File: src/rtl/srp_buf_pkg.sv
// Shared types, default sizes and address helper for the SRP sample buffer.
package srp_buf_pkg;

    localparam int DEPTH_DEF     = 2096;
    localparam int AW_DEF        = 12;
    localparam int DW_DEF        = 32;
    localparam int FRAME_LEN_DEF = 2048;

    typedef enum logic [1:0] {
        CAPTURE = 2'd0,
        POST    = 2'd1,
        READ    = 2'd2
    } state_t;

    // Next ring-buffer address: wraps from depth-1 back to 0.
    function automatic logic [31:0] wrap_inc(input logic [31:0] addr, input logic [31:0] depth);
        return (addr == depth - 32'd1) ? 32'd0 : addr + 32'd1;
    endfunction

endpackage

File: src/rtl/srp_out_skid.sv
// Two-entry fall-through output buffer between the BRAM read port and the
// frame stream. When empty, the word arriving from the BRAM is presented
// directly; if it is not taken it is stored, so the head never changes while
// out_valid=1 and out_ready=0. count is the stored occupancy (0..2).
module srp_out_skid #(
    parameter int DW = 32
) (
    input  logic          clk,
    input  logic          rst_n,
    input  logic          in_valid,
    input  logic [DW-1:0] in_data,
    input  logic          in_last,
    output logic          out_valid,
    output logic [DW-1:0] out_data,
    output logic          out_last,
    input  logic          out_ready,
    output logic [1:0]    count
);

    logic [DW-1:0] d0;
    logic [DW-1:0] d1;
    logic          l0;
    logic          l1;
    logic          pop;

    assign out_valid = (count != 2'd0) || in_valid;
    assign out_data  = (count != 2'd0) ? d0 : in_data;
    assign out_last  = (count != 2'd0) ? l0 : in_last;
    assign pop       = out_valid && out_ready;

    // Storage update: keep the head as d0, append behind it, shift on pop.
    always_ff @(posedge clk or negedge rst_n) begin
        if (!rst_n) begin
            count <= 2'd0;
            d0    <= '0;
            d1    <= '0;
            l0    <= 1'b0;
            l1    <= 1'b0;
        end else begin
            case (count)
                2'd0: begin
                    if (in_valid && !out_ready) begin
                        d0    <= in_data;
                        l0    <= in_last;
                        count <= 2'd1;
                    end
                end
                2'd1: begin
                    if (pop && in_valid) begin
                        d0 <= in_data;
                        l0 <= in_last;
                    end else if (pop) begin
                        count <= 2'd0;
                    end else if (in_valid) begin
                        d1    <= in_data;
                        l1    <= in_last;
                        count <= 2'd2;
                    end
                end
                default: begin
                    if (pop) begin
                        d0 <= d1;
                        l0 <= l1;
                        if (in_valid) begin
                            d1 <= in_data;
                            l1 <= in_last;
                        end else begin
                            count <= 2'd1;
                        end
                    end
                end
            endcase
        end
    end

endmodule

File: src/rtl/srp_buffer_ctrl.sv
// Sample BRAM owner for the SRP time synchronizer: ring-buffer capture of the
// ADC stream, post-sync fill, then one frame read back as a stream with last.
//
// Handshakes: a beat transfers on a rising edge where valid and ready are both
// high. Once valid is raised, data/last stay stable until the beat transfers;
// ready may change freely and never depends combinationally on valid.
module srp_buffer_ctrl
    import srp_buf_pkg::*;
#(
    parameter int DEPTH     = DEPTH_DEF,
    parameter int AW        = AW_DEF,
    parameter int DW        = DW_DEF,
    parameter int FRAME_LEN = FRAME_LEN_DEF
) (
    input  logic          clk,
    input  logic          rst_n,
    input  logic [DW-1:0] s_data,
    input  logic          s_valid,
    output logic          s_ready,
    input  logic          sync_hit,
    input  logic [AW-1:0] sync_idx,
    output logic          bram_en,
    output logic          bram_we,
    output logic [AW-1:0] bram_addr,
    output logic [DW-1:0] bram_di,
    input  logic [DW-1:0] bram_dout,
    output logic [DW-1:0] m_data,
    output logic          m_valid,
    input  logic          m_ready,
    output logic          m_last,
    output logic          busy,
    output logic          hit_drop,
    output logic [1:0]    dbg_state
);

    state_t        state;
    logic [AW-1:0] wr_ptr;
    logic [AW-1:0] rd_ptr;
    logic [AW-1:0] end_ptr;
    logic [AW-1:0] wr_next;
    logic [AW-1:0] end_calc;
    logic [AW:0]   rd_cnt;
    logic [AW:0]   end_sum;
    logic          rd_pend;
    logic          rd_pend_last;
    logic          wr_fire;
    logic          rd_issue;
    logic [1:0]    occ;

    assign s_ready = (state != READ);
    assign wr_fire = s_valid && s_ready;

    // A read needs room for its word: stored words plus the one in flight.
    assign rd_issue = (state == READ) && (rd_cnt < (AW+1)'(FRAME_LEN))
                      && ((occ + {1'b0, rd_pend}) < 2'd2);

    assign bram_en   = wr_fire || rd_issue;
    assign bram_we   = wr_fire;
    assign bram_addr = rd_issue ? rd_ptr : wr_ptr;
    assign bram_di   = s_data;

    assign wr_next  = wr_fire ? AW'(wrap_inc(32'(wr_ptr), 32'(DEPTH))) : wr_ptr;
    // sync_idx and FRAME_LEN are both below DEPTH, so one subtraction wraps.
    assign end_sum  = {1'b0, sync_idx} + (AW+1)'(FRAME_LEN);
    assign end_calc = (end_sum >= (AW+1)'(DEPTH)) ? AW'(end_sum - (AW+1)'(DEPTH))
                                                  : AW'(end_sum);

    assign dbg_state = state;

    srp_out_skid #(.DW(DW)) u_skid (
        .clk       (clk),
        .rst_n     (rst_n),
        .in_valid  (rd_pend),
        .in_data   (bram_dout),
        .in_last   (rd_pend_last),
        .out_valid (m_valid),
        .out_data  (m_data),
        .out_last  (m_last),
        .out_ready (m_ready),
        .count     (occ)
    );

    // Capture/post/read sequencing with pointers and registered status flags.
    always_ff @(posedge clk or negedge rst_n) begin
        if (!rst_n) begin
            state        <= CAPTURE;
            wr_ptr       <= '0;
            rd_ptr       <= '0;
            end_ptr      <= '0;
            rd_cnt       <= '0;
            rd_pend      <= 1'b0;
            rd_pend_last <= 1'b0;
            busy         <= 1'b0;
            hit_drop     <= 1'b0;
        end else begin
            wr_ptr       <= wr_next;
            rd_pend      <= rd_issue;
            rd_pend_last <= rd_issue && (rd_cnt == (AW+1)'(FRAME_LEN - 1));
            hit_drop     <= sync_hit && (state != CAPTURE);
            if (rd_issue) begin
                rd_ptr <= AW'(wrap_inc(32'(rd_ptr), 32'(DEPTH)));
                rd_cnt <= rd_cnt + 1'b1;
            end
            case (state)
                CAPTURE: begin
                    if (sync_hit) begin
                        end_ptr <= end_calc;
                        rd_ptr  <= sync_idx;
                        rd_cnt  <= '0;
                        state   <= POST;
                        busy    <= 1'b1;
                    end
                end
                POST: begin
                    // Equal on entry, or reached by this cycle's write.
                    if ((wr_ptr == end_ptr) || (wr_next == end_ptr)) begin
                        state <= READ;
                    end
                end
                READ: begin
                    if (m_valid && m_ready && m_last) begin
                        state <= CAPTURE;
                        busy  <= 1'b0;
                    end
                end
                default: begin
                    state <= CAPTURE;
                    busy  <= 1'b0;
                end
            endcase
        end
    end

endmodule

File: config.mk
export PLATFORM = sky130hd
export DESIGN_NAME = srp_buffer_ctrl
export DESIGN_NICKNAME = d
export VERILOG_FILES = /design/src/rtl/srp_buf_pkg.sv /design/src/rtl/srp_out_skid.sv /design/src/rtl/srp_buffer_ctrl.sv
export SDC_FILE = /design/constraint.sdc
export NUM_CORES = 1
export LEC_CHECK = 0
export BUFFER_PORTS_ARGS = -buffer_cell sky130_fd_sc_hd__buf_2
export CAP_MARGIN = 40
export CELL_PAD_IN_SITES_DETAIL_PLACEMENT = 0
export CELL_PAD_IN_SITES_GLOBAL_PLACEMENT = 1
export CORE_ASPECT_RATIO = 0.6
export CORE_UTILIZATION = 25
export DETAILED_ROUTE_END_ITERATION = 16
export PLACE_DENSITY_LB_ADDON = 0.1
export SLEW_MARGIN = 20
export SYNTH_ARGS = -nofsm -noshare
export SYNTH_HDL_FRONTEND = slang
export SYNTH_SLANG_ARGS = --single-unit
File: constraint.sdc
create_clock -name clk -period 2.9 [get_ports clk]
set_input_delay 0.435 -clock clk [delete_from_list [all_inputs] [get_ports clk]]
set_output_delay 0.435 -clock clk [all_outputs]
set_load 0.01 [all_outputs]
==> results of run 1 <==
flip-flops by register name, indices dropped and copies added (netlist names), 2 cells and up:
register      flops
dbg_state         2
end_ptr          12
rd_cnt           13
rd_ptr           12
u_skid.count      2
u_skid.d0        32
u_skid.d1        32
wr_ptr           12
repair_timing:
action | in CTS | in global routing
gates resized for setup | 0 | 3
setup endpoints to repair | 0 | 14
endpoints found under the hold margin | 0 | 0
buffers inserted | 0 | 1
stage by stage:
stage / utilization / area [sq um] / power [mW] / cells
2_1_floorplan: - / 6817 / 3.481 / 687
3_3_place_gp: 0.2840 / 7552 / 4.044 / 1096
3_5_place_dp: 0.2840 / 7552 / 4.061 / 1096
4_1_cts: 0.3056 / 8127 / 6.199 / 1128
5_1_grt: 0.3063 / 8145 / 6.531 / 1129
6_report: 0.3063 / 8145 / 6.136 / 1129
cell usage in the layout, fill, tap and decap left out, types with 3 or more instances in the layout:
| cell type | n |
|---|---|
| sky130_fd_sc_hd__o21ai_1 | 5 |
| sky130_fd_sc_hd__mux2i_1 | 37 |
| sky130_fd_sc_hd__nand4_1 | 8 |
| sky130_fd_sc_hd__or3_1 | 5 |
| sky130_fd_sc_hd__nor3_1 | 7 |
| sky130_fd_sc_hd__a21o_1 | 3 |
| sky130_fd_sc_hd__mux2_2 | 67 |
| sky130_fd_sc_hd__buf_2 | 100 |
| sky130_fd_sc_hd__clkinvlp_4 | 3 |
| sky130_fd_sc_hd__clkbuf_8 | 4 |
| sky130_fd_sc_hd__and3_1 | 7 |
| sky130_fd_sc_hd__xnor2_1 | 22 |
| sky130_fd_sc_hd__clkbuf_16 | 17 |
| sky130_fd_sc_hd__xor2_1 | 28 |
| sky130_fd_sc_hd__clkinv_2 | 4 |
| sky130_fd_sc_hd__nand2_1 | 83 |
| sky130_fd_sc_hd__o21ai_0 | 31 |
| sky130_fd_sc_hd__nor4_1 | 7 |
| sky130_fd_sc_hd__and2_1 | 4 |
| sky130_fd_sc_hd__dfrtp_1 | 121 |
| sky130_fd_sc_hd__nor2b_1 | 7 |
| sky130_fd_sc_hd__buf_4 | 16 |
| sky130_fd_sc_hd__inv_1 | 12 |
| sky130_fd_sc_hd__nand3_1 | 16 |
| sky130_fd_sc_hd__a21oi_1 | 42 |
| sky130_fd_sc_hd__or4_1 | 4 |
| sky130_fd_sc_hd__buf_12 | 3 |
| sky130_fd_sc_hd__nor2_1 | 60 |
| sky130_fd_sc_hd__ha_1 | 4 |
power breakdown:
group          switching [mW]  leakage [nW]  internal [mW]
sequential              0.500          1.57           2.16
combinational           0.762          1.78          0.621
clock                   0.827         0.278           1.27
layout make-up:
class | count | area (sq um)
fillers | 2804 | 18450
multi-input cells | 481 | 3307
flip-flops and latches | 123 | 3080
repair buffers | 119 | 680.7
clock buffers | 22 | 484.2
well taps | 360 | 450.4
clock inverters | 10 | 90.09
inverters | 14 | 52.55
final timing paths:
path | end | slack [ns]
max | dbg_state[0]$_DFFE_PN0P_ | 0.21
min | u_skid.d1[24]$_DFFE_PN0P_ | 0.04
max reg2reg | dbg_state[0]$_DFFE_PN0P_ | 0.21
min reg2reg | rd_cnt[12]$_DFF_PN0_ | 0.49
max in group asynchronous | wr_ptr[7]$_DFF_PN0_ | 2.17
min in group clk | u_skid.d1[7]$_DFFE_PN0P_ | 0.28
cell families after synthesis:
kind of cell,after synthesis
simple gates,222
compound gates,101
mux,104
xor+xnor,50
flops,123
buf+inv,83
fa+ha+maj,4
routing by layer:
metal / vias to the layer above / routed length [um]
li1: 2485 / -
met1: 2651 / 10560
met2: 143 / 8426
met3: 14 / 1104
met4: 0 / 159
met5: - / 0
worst reg2reg max path, cell delays in order (launching register included):
cell	delay (ns)
sky130_fd_sc_hd__dfrtp_1	0.46
sky130_fd_sc_hd__ha_1	0.24
sky130_fd_sc_hd__nand3_1	0.14
sky130_fd_sc_hd__or4_1	0.56
sky130_fd_sc_hd__xnor2_1	0.17
sky130_fd_sc_hd__a311o_1	0.29
sky130_fd_sc_hd__a2111oi_2	0.30
sky130_fd_sc_hd__a41oi_1	0.20
sky130_fd_sc_hd__a21o_1	0.22
==> flow_summary_export.csv, run 1 <==
group,metric,value,unit
pwr,power.density_cell_area,753.3,mW/mm^2
die,row_count,46,
grt,grt.busiest_layer,"met1",
setup_path,critical-path-top-delay-family,"compound AO/OA/AOI/OAI gates",
timing,timing.slew.headroom,0.5114,
route,drtAntennaViolNets,0,
yosys,synth_area_leaders,"sky130_fd_sc_hd__dfrtp_1 45%, sky130_fd_sc_hd__mux2_2 11%, sky130_fd_sc_hd__mux2i_1 5.4%",
clock_network,root_buffer,"sky130_fd_sc_hd__clkbuf_16",
route,drt_iter0_markers,366,
yosys,synth_top_cell_by_area,"sky130_fd_sc_hd__dfrtp_1",
run,maxCapViolations,0,
place,place.gp.congestion,0.8701,
clock_network,cts_hold_buffers,0,
route,first_pass_iters,5,
grt,grt.met3_usage,0.03800,
setup_path,critical_path.cell_chain,"ha_1 > nand3_1 > or4_1 > xnor2_1 > a311o_1 > a2111oi_2 > a41oi_1 > a21o_1",
yosys,synth.area.mux_share,0.1650,
grt,use_met2,0.2139,
timing,setup_viol,0,
clock_network,clock_tree_buf_depth,2,
clock_network,tritoncts_num_sinks,123,
route,drt-total-wl,20250,um
clock_network,tritoncts,"built",
die,die_area,0.02795,sq mm
yosys,synth_async_sr_flop_share,1.000,
setup_path,worstSetupPathType,"reg2reg",
min_path,class_of_the_worst_hold_path,"in2async",
die,start_util,0.2564,
yosys,synth_fp_nets,772,
clock_network,number_of_buffers_inserted_during_clock_tree_synthesis,17,
timing,setup_repair_after_global_routing_missed_its_margin,"false",
setup_path,path_max_fanout,6,
die,boundaryPins,166,
setup_path,setup.worst_path.start,"wr_ptr[1]$_DFF_PN0_",
yosys,synth_common_cells,"123 x sky130_fd_sc_hd__dfrtp_1, 83 x sky130_fd_sc_hd__nand2_1, 67 x sky130_fd_sc_hd__mux2_2",
yosys,combinational_family_with_the_most_area_after_synthesis,"multiplexers",
die,fp.dieH,129.9,um
die,placeableCoreArea,0.02659,sq mm
yosys,netlist_instances,687,
final_layout,nets,841,
yosys,synth_most_common_cell,"sky130_fd_sc_hd__dfrtp_1",
clock_network,path_clk_slew,0.06,ns
route,wl_per_cell,17.93,um
setup_path,critPathSlowestCell,"sky130_fd_sc_hd__or4_1",
grt,largest_net_degree_at_the_start_of_global_routing,67,
timing,holdWs,0.04461,ns
yosys,synth.cell_area,0.006817,sq mm
setup_path,crit_arrival,2.99,ns
die,die-width,215.2,um
yosys,syn_avg_cell_area,9.922,sq um
timing,skew,0.008482,ns
timing,layout_worst_path_cycle_share,0.9263,
yosys,basic_gate_share_of_the_synthesized_area_counting_and_or_nand_and_nor_cells,0.1540,
timing,max_slew.worst_pin.slew,0.7262,ns
final_layout,insertedDiodeCount,0,
yosys,synthAdderAreaFrac,0.007342,
yosys,yosysSeqAreaShare,0.4515,
clock_network,htreeDepth,4,
timing,fin_setup_tns,0,ns
place,preCtsSetupSlack,0.1916,ns
final_layout,drive_gt1_frac,0.3056,
setup_path,critical_path.n_buffers_inverters,0,
grt,first_global_vias,5272,
timing,max_freq,372.3,MHz
timing,period_needed,2.686,ns
pwr,worst_ir_drop_vdd,0.2707,mV
yosys,yosys_register_bits,123,
final_layout,area_overhead_vs_synth,19.49,%
yosys,synth_enable_flop_cells,0,
timing,timing_hold_violations_final,0,
setup_path,critical_path.max_stage_delay,0.56,ns
status,run_status,"completed",
place,post-dp-hpwl,14640,um
yosys,synth-xor-area-share,0.06424,
timing,timing_max_transition_violations_final,0,
setup_path,endpoint_kind,"flop",
grt,grt.total_usage,0.1509,
setup_path,timing.rr.start,"wr_ptr[1]$_DFF_PN0_",
route,route.detailed.drc,0,
setup_path,crit_cells,8,
yosys,ys_types,57,
place,portBuffers,101,
route,routed-via-count,5293,
yosys,synth-main-ff-cell,"sky130_fd_sc_hd__dfrtp_1",
pwr,p_leak,3.627,nW
setup_path,cell_count_of_the_worst_reg_to_reg_path,8,
setup_path,timing.critical_path.required,3.20,ns
setup_path,start_kind,"flop",
clock_network,clkLatencyLatePin,0.42,ns
grt,groute.layer.met1.usage,0.2251,
grt,grt_pass1_wl,31710,um
route,route.detailed.vias_per_inst,4.688,
yosys,synth_compound_gate_area_share,0.09031,
timing,setup_slack_of_the_critical_path_after_layout,0.2137,ns
yosys,synth_warnings,0,
yosys,yosys.area.top_type_share,0.4515,
grt,antenna_found_initial,0,
grt,global_route.overflow_total,0,
(Power assumes the default switching activity.)
==> run 2: changes to the inputs <==
clock period = 2.66 ns   (was 2.9 ns; I/O delays follow)
==> run 2 against run 1 <==
Critical path depth decreased by 1. Global-route usage decreased by 0.18 points. Sequential cell count unchanged. Largest power group unchanged. Register-to-register slack is essentially flat. Setup slack got worse by 0.072 ns. Clock skew decreased by 0.0035 ns. Total power rose by 9.7%. Utilization rose by 0.52 points. First-iteration DRC count fell by 26%. Combinational power rose by 17%. Highest routed layer unchanged. Clock power up 9.5%.
==> flow_summary_export.csv, run 2 (synthesis results as in run 1) <==
group,metric,value,unit
setup_path,timing.critical_path.required,2.26,ns
die,start_util,0.2564,
die,boundaryPins,166,
setup_path,path_max_fanout,14,
final_layout,post-route-cell-area,0.008283,sq mm
timing,holdWs,0.2423,ns
run,maxCapViolations,0,
pwr,power.density_cell_area,812.9,mW/mm^2
final_layout,commonest_cells_after_routing_fill_and_taps_aside,"121 x sky130_fd_sc_hd__dfrtp_1, 100 x sky130_fd_sc_hd__buf_2, 83 x sky130_fd_sc_hd__nand2_1",
grt,antenna_found_initial,1,
timing,timing.slew.headroom,0.5474,
setup_path,start_kind,"flop",
pwr,worst_ir_drop_vdd,0.3392,mV
timing,setup_viol,0,
route,drt_iter0_markers,271,
final_layout,final_util,0.3115,
final_layout,area_overhead_vs_synth,21.51,%
route,drtAntennaViolNets,0,
grt,grt.total_usage,0.1491,
timing,period_needed,2.518,ns
setup_path,timing.rr.start,"dbg_state[1]$_DFFE_PN0P_",
route,first_pass_iters,4,
timing,setup_repair_after_global_routing_missed_its_margin,"false",
route,drt-total-wl,19650,um
grt,largest_net_degree_at_the_start_of_global_routing,67,
clock_network,clock_tree_buf_depth,2,
final_layout,insertedDiodeCount,0,
timing,skew,0.004988,ns
timing,max_slew.worst_pin.slew,0.6726,ns
clock_network,clkLatencyLatePin,0.42,ns
place,place_area,0.007662,sq mm
timing,timing_hold_violations_final,0,
setup_path,endpoint_kind,"primary output",
route,routed-via-count,5216,
final_layout,nets,855,
final_layout,final_common_cell,"sky130_fd_sc_hd__dfrtp_1",
die,die_area,0.02795,sq mm
setup_path,cell_count_of_the_worst_reg_to_reg_path,8,
final_layout,drive_gt1_frac,0.3193,
status,run_status,"completed",
route,route.detailed.drc,0,
place,post-dp-hpwl,14450,um
grt,global_route.overflow_total,0,
clock_network,number_of_buffers_inserted_during_clock_tree_synthesis,17,
clock_network,path_clk_slew,0.06,ns
place,portBuffers,101,
final_layout,multi_input_area,0.003309,sq mm
clock_network,tritoncts_num_sinks,123,
final_layout,fill_cells,2824,
clock_network,root_buffer,"sky130_fd_sc_hd__clkbuf_16",
setup_path,worstSetupPathType,"reg2out",
timing,layout_worst_path_cycle_share,0.9468,
final_layout,layout_top_registers,"u_skid.d0: 32 flops, u_skid.d1: 32 flops, rd_cnt: 13 flops",
die,placeableCoreArea,0.02659,sq mm
die,die-width,215.2,um
timing,max_freq,397.1,MHz
timing,timing_max_transition_violations_final,0,
place,place.gp.congestion,0.8892,
setup_path,critPathCapture,"bram_addr[9]",
grt,grt_pass1_wl,31620,um
setup_path,setup.worst_path.start,"dbg_state[0]$_DFFE_PN0P_",
grt,first_global_vias,5514,
route,wl_per_cell,17.20,um
pwr,p_leak,3.698,nW
final_layout,layout.area.seq,0.003080,sq mm
route,route.detailed.vias_per_inst,4.563,
setup_path,crit_arrival,2.12,ns
min_path,class_of_the_worst_hold_path,"in2reg",
setup_path,worst_r2r_endpoint,"dbg_state[0]$_DFFE_PN0P_",
setup_path,reg2reg_slack,0.22,ns
clock_network,htreeDepth,4,
clock_network,tritoncts,"built",
die,fp.dieH,129.9,um
die,row_count,46,
==> run 2: area by class of cell <==
type,count,area share
clock buffers,18,0.05302
clock inverters,14,0.01752
inverters,14,0.006949
multi-input cells,481,0.3995
flip-flops and latches,123,0.3719
well taps,360,0.05438
repair buffers,133,0.09668
==> run 2: worst min-delay path by stage <==
stage	cells past startpoint	start	slack, ns	endpoint
floorplan	0	rst_n	0.10	busy$_DFFE_PN0P_
global placement	1	rst_n	0.32	u_skid.d1[30]$_DFFE_PN0P_
detailed placement	1	rst_n	0.33	u_skid.d1[30]$_DFFE_PN0P_
CTS	2	bram_dout[7]	0.22	u_skid.d1[7]$_DFFE_PN0P_
global route	2	bram_dout[15]	0.23	u_skid.d1[15]$_DFFE_PN0P_
finish	2	bram_dout[7]	0.24	u_skid.d1[7]$_DFFE_PN0P_
==> run 2: layer usage <==
metal	GRT usage	routed length, um	vias to the layer above
met5	0	0	-
met4	0.04923	252	0
met3	0.03520	868	20
met2	0.2078	7956	100
met1	0.2228	10580	2583
li1	-	-	2513
==> run 2: worst max-delay path: stages, from the launching register on <==
cell	delay, ns
sky130_fd_sc_hd__dfrtp_1	0.41
sky130_fd_sc_hd__nor2b_4	0.13
sky130_fd_sc_hd__inv_2	0.12
sky130_fd_sc_hd__a2111o_1	0.47
sky130_fd_sc_hd__clkinv_4	0.14
sky130_fd_sc_hd__nand2_1	0.06
sky130_fd_sc_hd__o21ai_0	0.16
sky130_fd_sc_hd__buf_2	0.21
==> run 2: repair_timing <==
action,4_1_cts,5_1_grt
endpoints found under the setup margin,12,9
hold endpoints to repair,18,0
gates resized for setup,3,4
pin swaps,0,1
setup buffers,0,1
hold buffers,1,0
==> run 2: stage by stage <==
step,total power [mW],instances,worst slack [ns],setup TNS (ns)
4_1_cts,6.833,1142,-0.01281,-0.01281
3_3_place_gp,4.451,1109,0.1926,0
5_1_grt,7.197,1143,0.006392,0
3_5_place_dp,4.467,1109,0.1514,0
6_report,6.734,1143,0.1416,0
2_1_floorplan,3.795,687,0.1871,0
==> run 2: power breakdown <==
group          leakage [nW]  switching (mW)  internal [mW]  total [mW]
clock                 0.279           0.894           1.40        2.30
combinational          1.85           0.894          0.730        1.62
sequential             1.57           0.458           2.35        2.81
total                  3.70            2.25           4.49        6.73
